[config.mk]
export PLATFORM = sky130hd
export DESIGN_NAME = barrel_shift_pipe_flat
export DESIGN_NICKNAME = d
export VERILOG_FILES = /design/src/rtl/barrel_shift_pipe_if.sv /design/src/rtl/barrel_shift_pipe.sv /design/src/flat_wrapper.sv
export SDC_FILE = /design/constraint.sdc
export NUM_CORES = 1
export LEC_CHECK = 0
export ABC_CLOCK_PERIOD_IN_PS = 3100
export CAP_MARGIN = 0
export CORE_UTILIZATION = 40
export DETAILED_ROUTE_END_ITERATION = 10
export PLACE_DENSITY = 0.67
export SYNTH_ARGS = -nofsm -noshare
export SYNTH_HDL_FRONTEND = slang
export SYNTH_SLANG_ARGS = --single-unit
export TNS_END_PERCENT = 5
[constraint.sdc]
create_clock -name clk -period 3.1 [get_ports clk]
set_clock_uncertainty 0.15 [all_clocks]
set_input_delay 0.775 -clock clk [delete_from_list [all_inputs] [get_ports clk]]
set_output_delay 0.775 -clock clk [all_outputs]
set_load 0.03 [all_outputs]
[src/rtl/barrel_shift_pipe_if.sv]
// barrel_shift_pipe_if: valid/ready operand and result bundle for barrel_shift_pipe; SHIFT_ZN_FLAGS_EN adds out_zero/out_neg
interface barrel_shift_pipe_if #(
    parameter int DATA_W = 32,
    parameter int AMT_W  = 8
);
    logic              in_valid;
    logic              in_ready;
    logic [DATA_W-1:0] shift_data;
    logic [AMT_W-1:0]  shift_num;
    logic [2:0]        shift_op;
    logic              carry_flag;
    logic              out_valid;
    logic              out_ready;
    logic [DATA_W-1:0] shift_out;
    logic              shift_carry_out;
`ifdef SHIFT_ZN_FLAGS_EN
    logic              out_zero;
    logic              out_neg;
    modport master (
        output in_valid, shift_data, shift_num, shift_op, carry_flag, out_ready,
        input  in_ready, out_valid, shift_out, shift_carry_out, out_zero, out_neg
    );
    modport slave (
        input  in_valid, shift_data, shift_num, shift_op, carry_flag, out_ready,
        output in_ready, out_valid, shift_out, shift_carry_out, out_zero, out_neg
    );
`else
    modport master (
        output in_valid, shift_data, shift_num, shift_op, carry_flag, out_ready,
        input  in_ready, out_valid, shift_out, shift_carry_out
    );
    modport slave (
        input  in_valid, shift_data, shift_num, shift_op, carry_flag, out_ready,
        output in_ready, out_valid, shift_out, shift_carry_out
    );
`endif
endinterface

[src/rtl/barrel_shift_pipe.sv]
// barrel_shift_pipe: two-stage ARM shifter (LSL/LSR/ASR/ROR/RRX) with carry-out; SHIFT_ZN_FLAGS_EN adds registered Z/N flags
module barrel_shift_pipe #(
    parameter int DATA_W = 32,
    parameter int AMT_W  = 8
) (
    input logic clk,
    input logic rst_n,
    barrel_shift_pipe_if.slave bus
);
    localparam int L = $clog2(DATA_W);
    localparam logic [1:0] K_LSL = 2'd0, K_LSR = 2'd1, K_ASR = 2'd2, K_ROR = 2'd3;
    typedef enum logic [2:0] {SP_NONE, SP_ZERO, SP_FULL, SP_OVER, SP_RRX} special_t;

    logic              s1_valid_q, s1_valid_d;
    logic [DATA_W-1:0] s1_data_q, s1_data_d;
    logic              s1_cf_q, s1_cf_d;
    logic [1:0]        s1_kind_q, s1_kind_d;
    logic [L-1:0]      s1_amt_q, s1_amt_d;
    special_t          s1_spec_q, s1_spec_d;
    logic              out_valid_q, out_valid_d;
    logic [DATA_W-1:0] shift_out_q, shift_out_d;
    logic              carry_q, carry_d;
    logic              s2_advance, accept, s2_load;
    logic [L-1:0]      n_lo;
    logic              n_zero, n_full, n_over;
    logic [DATA_W:0]   l, r;
    logic [DATA_W-1:0] o, res;
    logic              fill, sign, res_c;

    assign s2_advance      = !out_valid_q | bus.out_ready;
    assign bus.in_ready    = !s1_valid_q | s2_advance;
    assign accept          = bus.in_valid & bus.in_ready;
    assign s2_load         = s2_advance & s1_valid_q;
    assign bus.out_valid   = out_valid_q;
    assign bus.shift_out   = shift_out_q;
    assign bus.shift_carry_out = carry_q;

    // stage 1: capture operand and reduce op/amount to {kind, amount, special case}
    always_comb begin
        n_lo       = bus.shift_num[L-1:0];
        n_zero     = bus.shift_num == '0;
        n_full     = bus.shift_num == AMT_W'(DATA_W);
        n_over     = bus.shift_num > AMT_W'(DATA_W);
        s1_valid_d = bus.in_ready ? bus.in_valid : s1_valid_q;
        s1_data_d  = s1_data_q;
        s1_cf_d    = s1_cf_q;
        s1_kind_d  = s1_kind_q;
        s1_amt_d   = s1_amt_q;
        s1_spec_d  = s1_spec_q;
        if (accept) begin
            s1_data_d = bus.shift_data;
            s1_cf_d   = bus.carry_flag;
            s1_kind_d = bus.shift_op[2:1];
            s1_amt_d  = n_lo;
            if (!bus.shift_op[0])
                s1_spec_d = n_lo != '0 ? SP_NONE :
                            bus.shift_op[2:1] == K_LSL ? SP_ZERO :
                            bus.shift_op[2:1] == K_ROR ? SP_RRX : SP_FULL;
            else if (bus.shift_op[2:1] == K_ROR)
                s1_spec_d = n_zero ? SP_ZERO : n_lo == '0 ? SP_FULL : SP_NONE;
            else
                s1_spec_d = n_zero ? SP_ZERO : n_full ? SP_FULL : n_over ? SP_OVER : SP_NONE;
        end
    end

    // stage 2: log2(DATA_W) mux layers; extra bit beside the operand catches the carry
    always_comb begin
        sign = s1_data_q[DATA_W-1];
        fill = (s1_kind_q == K_ASR) & sign;
        l    = {1'b0, s1_data_q};
        r    = {s1_data_q, 1'b0};
        o    = s1_data_q;
        for (int k = 0; k < L; k++) begin
            if (s1_amt_q[k]) begin
                l = l << (1 << k);
                r = (r >> (1 << k)) | (fill ? ~({(DATA_W+1){1'b1}} >> (1 << k)) : '0);
                o = (o >> (1 << k)) | (o << (DATA_W - (1 << k)));
            end
        end
        res   = s1_data_q;
        res_c = s1_cf_q;
        case (s1_spec_q)
            SP_NONE: begin
                res   = s1_kind_q == K_LSL ? l[DATA_W-1:0] : s1_kind_q == K_ROR ? o : r[DATA_W:1];
                res_c = s1_kind_q == K_LSL ? l[DATA_W] : s1_kind_q == K_ROR ? o[DATA_W-1] : r[0];
            end
            SP_RRX: begin
                res   = {s1_cf_q, s1_data_q[DATA_W-1:1]};
                res_c = s1_data_q[0];
            end
            SP_FULL: begin
                res   = s1_kind_q == K_ASR ? {DATA_W{sign}} : s1_kind_q == K_ROR ? s1_data_q : '0;
                res_c = s1_kind_q == K_LSL ? s1_data_q[0] : sign;
            end
            SP_OVER: begin
                res   = s1_kind_q == K_ASR ? {DATA_W{sign}} : '0;
                res_c = (s1_kind_q == K_ASR) & sign;
            end
            default: ;
        endcase
        out_valid_d = s2_advance ? s1_valid_q : out_valid_q;
        shift_out_d = s2_load ? res : shift_out_q;
        carry_d     = s2_load ? res_c : carry_q;
    end

    // pipeline registers; reset discards every in-flight beat
    always_ff @(posedge clk or negedge rst_n) begin
        if (!rst_n) begin
            s1_valid_q  <= 1'b0;
            s1_data_q   <= '0;
            s1_cf_q     <= 1'b0;
            s1_kind_q   <= '0;
            s1_amt_q    <= '0;
            s1_spec_q   <= SP_NONE;
            out_valid_q <= 1'b0;
            shift_out_q <= '0;
            carry_q     <= 1'b0;
        end else begin
            s1_valid_q  <= s1_valid_d;
            s1_data_q   <= s1_data_d;
            s1_cf_q     <= s1_cf_d;
            s1_kind_q   <= s1_kind_d;
            s1_amt_q    <= s1_amt_d;
            s1_spec_q   <= s1_spec_d;
            out_valid_q <= out_valid_d;
            shift_out_q <= shift_out_d;
            carry_q     <= carry_d;
        end
    end

`ifdef SHIFT_ZN_FLAGS_EN
    logic zero_q, zero_d, neg_q, neg_d;
    assign bus.out_zero = zero_q;
    assign bus.out_neg  = neg_q;

    // Z/N flags follow the result register, including stalls
    always_comb begin
        zero_d = s2_load ? (res == '0) : zero_q;
        neg_d  = s2_load ? res[DATA_W-1] : neg_q;
    end

    // flag registers
    always_ff @(posedge clk or negedge rst_n) begin
        if (!rst_n) begin
            zero_q <= 1'b0;
            neg_q  <= 1'b0;
        end else begin
            zero_q <= zero_d;
            neg_q  <= neg_d;
        end
    end
`endif
endmodule

[src/flat_wrapper.sv]
// flat-port wrapper written by rule: the top's interface ports become plain ports
module barrel_shift_pipe_flat 
#(
    parameter int DATA_W = 32,
    parameter int AMT_W  = 8
)
  (clk, rst_n, bus_in_valid, bus_shift_data, bus_shift_num, bus_shift_op, bus_carry_flag, bus_out_ready, bus_in_ready, bus_out_valid, bus_shift_out, bus_shift_carry_out);
  barrel_shift_pipe_if #(.DATA_W(DATA_W), .AMT_W(AMT_W)) bus_i ();
  input logic clk;
  input logic rst_n;
  input wire logic [$bits(bus_i.in_valid)-1:0] bus_in_valid;
  input wire logic [$bits(bus_i.shift_data)-1:0] bus_shift_data;
  input wire logic [$bits(bus_i.shift_num)-1:0] bus_shift_num;
  input wire logic [$bits(bus_i.shift_op)-1:0] bus_shift_op;
  input wire logic [$bits(bus_i.carry_flag)-1:0] bus_carry_flag;
  input wire logic [$bits(bus_i.out_ready)-1:0] bus_out_ready;
  output wire logic [$bits(bus_i.in_ready)-1:0] bus_in_ready;
  output wire logic [$bits(bus_i.out_valid)-1:0] bus_out_valid;
  output wire logic [$bits(bus_i.shift_out)-1:0] bus_shift_out;
  output wire logic [$bits(bus_i.shift_carry_out)-1:0] bus_shift_carry_out;
  assign bus_i.in_valid = bus_in_valid;
  assign bus_i.shift_data = bus_shift_data;
  assign bus_i.shift_num = bus_shift_num;
  assign bus_i.shift_op = bus_shift_op;
  assign bus_i.carry_flag = bus_carry_flag;
  assign bus_i.out_ready = bus_out_ready;
  assign bus_in_ready = bus_i.in_ready;
  assign bus_out_valid = bus_i.out_valid;
  assign bus_shift_out = bus_i.shift_out;
  assign bus_shift_carry_out = bus_i.shift_carry_out;
  barrel_shift_pipe #(.DATA_W(DATA_W), .AMT_W(AMT_W)) u_core (.clk(clk), .rst_n(rst_n), .bus(bus_i));
endmodule
=== Word-level counts from Yosys, hierarchy flattened ===
Index checks and enable logic that the tools add are counted.

* Flip-flop bits (word level): 78
* Input port bits: 48
* Word-level logic and storage cells: 80

* Order comparisons: 1
* Eq/ne operators: 7
* Mux-type cells: 40
* Bitwise operators: 15
* Reductions and logical operators: 8

{| class="wikitable"
|+ Operators by type and width
! cell !! number
|-
| 33-bit two-way mux || 15
|-
| 32-bit two-way mux || 10
|-
| 32-bit case mux with 4 select lines || 1
|-
| 17-bit by 33-bit bitwise OR with 33-bit output || 1
|-
| 25-bit by 33-bit bitwise OR with 33-bit output || 1
|-
| 29-bit by 33-bit bitwise OR with 33-bit output || 1
|-
| 31-bit by 33-bit bitwise OR with 33-bit output || 1
|-
| 32-bit by 33-bit bitwise OR with 33-bit output || 1
|-
| 16-bit by 32-bit bitwise OR with 32-bit output || 1
|-
| 24-bit by 32-bit bitwise OR with 32-bit output || 1
|-
| 28-bit by 32-bit bitwise OR with 32-bit output || 1
|-
| 30-bit by 32-bit bitwise OR with 32-bit output || 1
|-
| 31-bit by 32-bit bitwise OR with 32-bit output || 1
|-
| 3-bit two-way mux || 8
|-
| 8-bit by 6-bit equality test with 1-bit output, second input constant || 1
|-
| 8-bit by 6-bit greater-than comparator with 1-bit output, second input constant || 1
|-
| 8-bit logical NOT || 1
|-
| 2-bit equality test, second input constant || 3
|-
| 3-bit by 2-bit equality test with 1-bit output, second input constant || 2
|-
| 5-bit logical NOT || 1
|-
| 5-bit nonzero test || 1
|-
| 2-bit logical NOT || 2
|-
| 2-bit two-way mux || 2
|-
| 1-bit case mux with 4 select lines || 1
|-
| other kinds (6) || 12
|}

=== Depth between registers and ports, before layout ===
Gate-level depths: netlist of the first run.

* Word-level depth: 16
* Gate-level depth with buffers: 12
* Depth with buffers taken out: 7

=== Worst setup path before layout of the first run ===
Ideal clock, no wire load.

* Kind: input -> register
* Start point: input bus_out_ready
* End point: register u_core.s1_amt_q[0]
* Library setup time: 0.125 ns
* Arrival time: 2.407 ns
* Slack: 0.418 ns
* Stages on the path: 5
* Cell sequence: nand3b_1 > nand2_1 > clkbuf_1 > buf_1 > mux2_2

* Word-level cells in the longest chain between the ends: 3

{| class="wikitable"
|+ RTL lines
! element !! RTL line !! RTL
|-
| start, declared || flat_wrapper.sv:16 || <nowiki>input wire logic [$bits(bus_i.out_ready)-1:0] bus_out_ready;</nowiki>
|-
| 1-bit bitwise OR || barrel_shift_pipe.sv:30 || <nowiki>assign s2_advance = !out_valid_q | bus.out_ready;</nowiki>
|-
| 1-bit bitwise OR || barrel_shift_pipe.sv:31 || <nowiki>assign bus.in_ready = !s1_valid_q | s2_advance;</nowiki>
|-
| 1-bit bitwise AND || barrel_shift_pipe.sv:32 || <nowiki>assign accept = bus.in_valid & bus.in_ready;</nowiki>
|-
| end signal, assigned || barrel_shift_pipe.sv:123 || <nowiki>s1_amt_q <= s1_amt_d;</nowiki>
|-
| end, declared || barrel_shift_pipe.sv:18 || <nowiki>logic [L-1:0] s1_amt_q, s1_amt_d;</nowiki>
|}

No other way between the ends.
A chain may end at the register's enable or synchronous reset.

=== Worst setup path after layout of the first run ===
* Start point: input bus_out_ready
* End point: output bus_in_ready

* Word-level cells in the longest chain between the ends: 2

{| class="wikitable"
|+ RTL lines
! element !! RTL line !! RTL
|-
| 1-bit bitwise OR || barrel_shift_pipe.sv:30 ||
|-
| 1-bit bitwise OR || barrel_shift_pipe.sv:31 ||
|-
| end, declared || flat_wrapper.sv:17 || <nowiki>output wire logic [$bits(bus_i.in_ready)-1:0] bus_in_ready;</nowiki>
|}

No other way between the ends.

==> impl_metrics.env, run 1 <==
export IMPL_outcome="finished, final reports clean"
export IMPL_p_leak_nw=4.592
export IMPL_syn_inst=1182
export IMPL_netlist_top_cells_area="dfrtp_1 20%, mux4_2 9.3%, mux2i_1 8.3%"
export IMPL_drtIter0Drc=1519
export IMPL_cp_required_ns=2.17
export IMPL_fmax_mhz=337.5
export IMPL_synth_seq_cells=78
export IMPL_cap_violations=0
export IMPL_crit_fanout=2
export IMPL_rsz0062_at_grt="no"
export IMPL_finalWirelength_um=52310
export IMPL_wl_per_cell_um=32.55
export IMPL_start_util_pct=40.98
export IMPL_dpl_cell_count=1584
export IMPL_worst_pin_slew_ns=1.038
export IMPL_yosys_warnings=0
export IMPL_numCtsBuffers=9
export IMPL_synthToLayoutAreaGrowth_pct=20.77
export IMPL_gp_congestion=1.078
export IMPL_syn_cell_area_sq_mm=0.009676
export IMPL_synth_top_cell_by_area="dfrtp_1"
export IMPL_yosysTopAreaCellShare_pct=20.17
export IMPL_setup_viol=0
export IMPL_vias=11080
export IMPL_clk_latency_ns=0.37
export IMPL_dieArea_sq_mm=0.02481
export IMPL_grt_usage_pct=43.10
export IMPL_synth_ff_type="dfrtp_1"
export IMPL_tritoncts="yes"
export IMPL_chipHeight_um=157.5
export IMPL_r2r_cells=7
export IMPL_cts_sinks=78
export IMPL_clk_root_buffer_cell="clkbuf_16"
export IMPL_grt_pass1_wl_um=75000
export IMPL_die_x_um=157.5
export IMPL_antenna_left=0
export IMPL_post_route_period_util_pct=95.58
export IMPL_slew_limit_headroom_pct=30.83
export IMPL_layout_nets=1331
export IMPL_overflow=0
export IMPL_async_flop_share_pct=100.0
export IMPL_utilization_pct=49.49
export IMPL_synth_nets=1232
export IMPL_synth_seq_area_share_pct=20.17
export IMPL_port_buffers=82
export IMPL_syn_avg_cell_area_sq_um=8.186
export IMPL_hold_class="in2async"
export IMPL_finalNonFillerCells=1607
export IMPL_r2r_start="u_core.s1_amt_q[2]"
export IMPL_grt_max_degree=49
export IMPL_post_route_drc_count=0
export IMPL_dr_pass1_iters=6
export IMPL_drv_slew=0
export IMPL_tns_ns=0
export IMPL_endpoint_kind="primary output"
export IMPL_antenna_found_initial=2
export IMPL_rr_endpoint="u_core.bus.shift_out[17]"
export IMPL_drive_gt1_share_pct=23.25
export IMPL_ir_worst_vdd_uv=370.9
export IMPL_path_clk_slew_ns=0.08
export IMPL_cts_buffer_depth=2
export IMPL_vias_per_cell=6.894
export IMPL_synth_cell_types=82
export IMPL_start_kind="input pin"
export IMPL_core_sq_mm=0.02361
export IMPL_synth_edf_count=0
export IMPL_cp_arrival_ns=2.04
export IMPL_p_per_area_mw_per_mm2=698.1
export IMPL_hpwlAfterDp_um=39970
export IMPL_io_pins=83
export IMPL_rows=56
export IMPL_finalPower_mw=8.157
export IMPL_hold_viol=0
export IMPL_crit_type="in2out"
export IMPL_htree_levels=3
export IMPL_fin_crit_ns=2.963
export IMPL_grt_pass1_vias=10650
export IMPL_rrSetupSlack_ns=0.14
==> report_power, final <==
group | switching, mW | internal, mW | total, mW
sequential | 0.485 | 1.27 | 1.76
clock | 0.554 | 0.735 | 1.29
combinational | 3.05 | 2.06 | 5.11
total | 4.09 | 4.07 | 8.16
==> through the flow <==
step / hold slack [ns] / setup WS [ns] / cell area [sq um]
2_1_floorplan: 0.3211 / 0.4180 / 9676
3_3_place_gp: 0.3196 / 0.1404 / 11310
3_5_place_dp: 0.3297 / 0.07373 / 11310
4_1_cts: 0.1970 / 0.1344 / 11640
5_1_grt: 0.2098 / 0.09034 / 11680
6_report: 0.1875 / 0.1371 / 11690
==> cell families (layout without fill, tap and decap cells) <==
group / Yosys count / in the layout / synth area share (%)
muxes: 194 / 194 / 26.86
buffers and inverters: 159 / 263 / 9.699
and+or+nand+nor: 351 / 351 / 15.61
AOI/OAI and AO/OA: 398 / 398 / 27.40
DFF: 78 / 78 / 20.17
adders and majority gates: 2 / 2 / 0.2586
other: 0 / 2 / 0
==> critical path, cell delays in order <==
cell and delay [ns]:
clkdlybuf4s50_1 0.46, nand3b_1 0.12, clkdlybuf4s50_1 0.68
==> synth_stat cells (4+ instances only) <==
library cell  count
nand2_1         129
nor2_1          129
a21oi_1          99
mux2i_1          80
dfrtp_1          78
clkbuf_1         76
o21ai_0          75
mux2_2           68
mux4_2           40
a211oi_1         32
nor3_1           29
o22ai_1          29
buf_2            24
o211ai_1         19
a31oi_1          18
o221ai_1         16
clkbuf_8         14
inv_1            12
nand2b_1         12
nand3_1          12
buf_1            10
buf_6            10
a2111oi_0         9
a211o_1           8
a221o_1           7
a22oi_1           7
and2_1            7
nor2b_1           7
o21ai_1           7
a221oi_1          6
buf_4             6
o311ai_0          6
o31ai_1           6
o21a_1            5
or3_1             5
a311oi_1          4
mux4_1            4
nand4_1           4
o2111ai_1         4
o32ai_1           4
or2_2             4
==> layout by cell type, fill, tap and decap left out, types with 7 or more instances in the layout <==
master	count
a2111oi_0	8
a211o_1	8
a211oi_1	32
a21oi_1	99
a221o_1	7
a22oi_1	7
a31oi_1	18
and2_1	7
buf_12	15
buf_4	137
clkbuf_16	9
clkdlybuf4s50_1	81
dfrtp_1	74
inv_1	12
mux2_2	68
mux2i_1	79
mux4_2	40
nand2_1	128
nand2b_1	12
nand3_1	12
nor2_1	129
nor2b_1	7
nor3_1	29
o211ai_1	19
o21ai_0	75
o21ai_1	7
o221ai_1	16
o22ai_1	29
==> layer usage <==
metal | GRT usage [%] | wire length [um] | vias up
li1 | - | - | 4685
met1 | 53.52 | 19530 | 5306
met2 | 64.43 | 22360 | 881
met3 | 10.74 | 6122 | 207
met4 | 32.22 | 4302 | 0
met5 | 0 | 0 | -
==> flip-flops by register name (all words and copies together) (netlist names) <==
| register | flops |
|---|---|
| u_core.bus.out_valid | 1 |
| u_core.bus.shift_out | 32 |
| u_core.s1_spec_q | 3 |
| u_core.s1_valid_q | 1 |
| u_core.s1_cf_q | 1 |
| u_core.s1_data_q | 32 |
| u_core.bus.shift_carry_out | 1 |
| u_core.s1_kind_q | 2 |
| u_core.s1_amt_q | 5 |
==> timing repair <==
| action | CTS | global route |
|---|---|---|
| setup endpoints to repair | 0 | 3 |
| setup buffers | 0 | 5 |
| hold buffers | 0 | 0 |
| gates resized for setup | 0 | 1 |
==> worst max path at each step <==
stage,start,endpoint,slack (ns),depth (start not counted)
3_3_place_gp,bus_out_ready,bus_in_ready,0.14,3
4_1_cts,bus_out_ready,bus_in_ready,0.13,3
2_1_floorplan,bus_out_ready,u_core.s1_amt_q[0],0.42,5
3_5_place_dp,bus_out_ready,u_core.bus.shift_out[8],0.07,8
6_report,bus_out_ready,bus_in_ready,0.14,3
5_1_grt,u_core.s1_amt_q[0],u_core.bus.shift_out[26],0.09,8
==> area by class of cell <==
class / instances / area [sq um]
fillers: 2337 / 11930
clock inverters: 6 / 92.59
inverters: 14 / 52.55
diodes: 2 / 5.005
flip-flops and latches: 78 / 1959
repair buffers: 233 / 2140
multi-input cells: 945 / 6798
clock buffers: 10 / 239.0
well taps: 319 / 399.1
(Power assumes the default switching activity.)
==> run 2, diff against run 1 <==
--- a/config.mk
+++ b/config.mk
@@ -9,8 +9,8 @@
 export CAP_MARGIN = 0
 export CORE_UTILIZATION = 40
 export DETAILED_ROUTE_END_ITERATION = 10
+export GPL_TIMING_DRIVEN = 0
 export PLACE_DENSITY = 0.67
 export SYNTH_ARGS = -nofsm -noshare
 export SYNTH_HDL_FRONTEND = slang
 export SYNTH_SLANG_ARGS = --single-unit
-export TNS_END_PERCENT = 5
==> run 2 against run 1 <==
The run now ends with setup timing left. Critical endpoint is now u_core.bus.shift_out[6]. Routed wire length increased by 19%. Utilization is 1.0 points lower. Hold slack got worse by 0.082 ns. Non-clock buffer count down 5. Highest routed layer is now met5.
==> impl_metrics.env, run 2 (synthesized netlist as in run 1, its figures left out) <==
export IMPL_outcome="finished, violations left"
export IMPL_violations="setup timing"
export IMPL_multiInputGateArea_sq_mm=0.006937
export IMPL_synthToLayoutAreaGrowth_pct=18.21
export IMPL_final_area_sq_mm=0.01144
export IMPL_rsz0062_at_grt="yes"
export IMPL_grt_max_degree=65
export IMPL_post_route_drc_count=0
export IMPL_clk_root_buffer_cell="clkbuf_16"
export IMPL_dpl_cell_count=1584
export IMPL_cts_setup_buffers=0
export IMPL_numCtsBuffers=9
export IMPL_start_util_pct=40.98
export IMPL_grt_pass1_wl_um=86340
export IMPL_slew_limit_headroom_pct=30.32
export IMPL_antenna_found_initial=1
export IMPL_finalNonFillerCells=1601
export IMPL_drtIter0Drc=2037
export IMPL_cp_cell_sequence="clkbuf_1 -> mux4_2 -> mux2i_1 -> mux2i_1 -> o211ai_1 -> a32oi_1 -> a211o_1"
export IMPL_cts_sinks=78
export IMPL_clk_latency_ns=0.36
export IMPL_slowest_stage="clkbuf_1"
export IMPL_path_common_cell="mux2i_1"
export IMPL_nFillCells=2324
export IMPL_post_route_period_util_pct=105.6
export IMPL_cts_buffer_depth=2
export IMPL_tns_ns=-0.6975
export IMPL_worst_pin_slew_ns=1.045
export IMPL_hold_class="in2async"
export IMPL_setup_viol=12
export IMPL_hpwlAfterDp_um=46800
export IMPL_cp_required_ns=3.26
export IMPL_dr_pass1_iters=9
export IMPL_final_cell_mix="128 x nand2_1, 120 x nor2_1, 96 x a21oi_1"
export IMPL_r2r_start="u_core.s1_data_q[9]"
export IMPL_finalWirelength_um=62090
export IMPL_layout_nets=1326
export IMPL_endpoint_kind="flop"
export IMPL_htree_levels=3
export IMPL_dieArea_sq_mm=0.02481
export IMPL_vias=12270
export IMPL_rr_endpoint="u_core.bus.shift_out[6]"
export IMPL_critPathLaunch="u_core.s1_data_q[9]"
export IMPL_regArea_sq_mm=0.001952
export IMPL_drv_slew=0
export IMPL_crit_path_end="u_core.bus.shift_out[6]"
export IMPL_start_kind="flop"
export IMPL_p_leak_nw=4.373
export IMPL_core_sq_mm=0.02361
export IMPL_rrSetupSlack_ns=-0.17
export IMPL_gp_congestion=1.092
export IMPL_r2r_cells=7
export IMPL_cp_depth=7
export IMPL_fin_ws_ns=-0.1721
export IMPL_overflow=0
export IMPL_fin_crit_ns=3.272
export IMPL_chipHeight_um=157.5
export IMPL_crit_type="reg2reg"
export IMPL_die_x_um=157.5
export IMPL_ir_worst_vdd_uv=408.1
export IMPL_grt_pass1_vias=11630
export IMPL_cap_violations=0
export IMPL_fmax_mhz=305.6
export IMPL_wl_per_cell_um=38.78
export IMPL_layout_commonest_cell="nand2_1"
export IMPL_path_clk_slew_ns=0.08
export IMPL_io_pins=83
export IMPL_dpl_cell_area_sq_mm=0.01092
export IMPL_path_delay_family="multiplexers"
export IMPL_cpPeakStageDelay_ns=0.81
export IMPL_p_per_area_mw_per_mm2=726.8
export IMPL_grt_usage_pct=50.93
export IMPL_antenna_left=0
export IMPL_crit_fanout=10
export IMPL_rows=56
export IMPL_drive_gt1_share_pct=21.47
export IMPL_port_buffers=82
export IMPL_cp_arrival_ns=3.43
export IMPL_cp_num_buf_inv=1
export IMPL_pre_cts_ws_ns=-0.6021
export IMPL_tritoncts="yes"
export IMPL_hold_viol=0
export IMPL_vias_per_cell=7.663
## run 2: final cells by class
class                           count  share of cell area (%)
Antenna cell                        1                 0.02188
Timing Repair Buffer               83                   7.395
Sequential cell                    78                   17.07
Tap cell                          319                   3.490
Multi-Input combinational cell    945                   60.65
Clock inverter                      5                  0.3610
Inverter                           14                  0.4595
Buffer                            145                   8.347
Clock buffer                       11                   2.210
## run 2: power by group
part | switching (mW) | leakage [nW] | internal, mW
Sequential | 0.252 | 0.929 | 1.28
Combinational | 3.76 | 3.31 | 1.89
Clock | 0.547 | 0.138 | 0.595
## run 2: worst reg2reg max path, delay by kind of cell (launching register included)
kind | cells | cell delay, ns
flops | 1 | 0.51
buf+inv | 1 | 0.81
mux | 3 | 0.99
compound gates | 3 | 0.77
## run 2: worst min-delay path by stage
stage                                   from                       end  slack [ns]  depth (start not counted)
CTS                                    rst_n  u_core.bus.shift_out[16]        0.13                          1
global placement    u_core.bus.shift_out[31]  u_core.bus.shift_out[31]        0.32                          2
finish                                 rst_n  u_core.bus.shift_out[16]        0.11                          1
detailed placement   u_core.bus.shift_out[6]   u_core.bus.shift_out[6]        0.33                          1
floorplan                  u_core.s1_valid_q      u_core.bus.out_valid        0.32                          1
global route                           rst_n  u_core.bus.shift_out[16]        0.14                          1
## run 2: metal layers
metal / vias to the layer above / part of all wire (%) / track usage, % / wire (um)
met2: 1328 / 40 / 71.96 / 24860
met1: 5890 / 34 / 60.81 / 21380
met5: - / 0.11 / 0.6211 / 71
met4: 4 / 9.0 / 35.88 / 5609
li1: 4678 / - / - / -
met3: 368 / 16 / 23.32 / 10170
## run 2: timing repair
action | CTS | global route
cloned | 0 | 0
hold buffers | 0 | 0
resized for setup | 40 | 83
setup endpoints to repair | 32 | 40
pin swaps | 0 | 0
## run 2: through the flow
stage / total power [mW] / utilization (%) / hold slack, ns
after floorplan: 4.522 / - / 0.3211
final: 8.312 / 48.44 / 0.1053
after detailed placement: 6.673 / 46.25 / 0.3292
after global routing: 8.380 / 48.43 / 0.1408
after CTS: 7.829 / 47.77 / 0.1309
after global placement: 6.710 / 46.14 / 0.3188
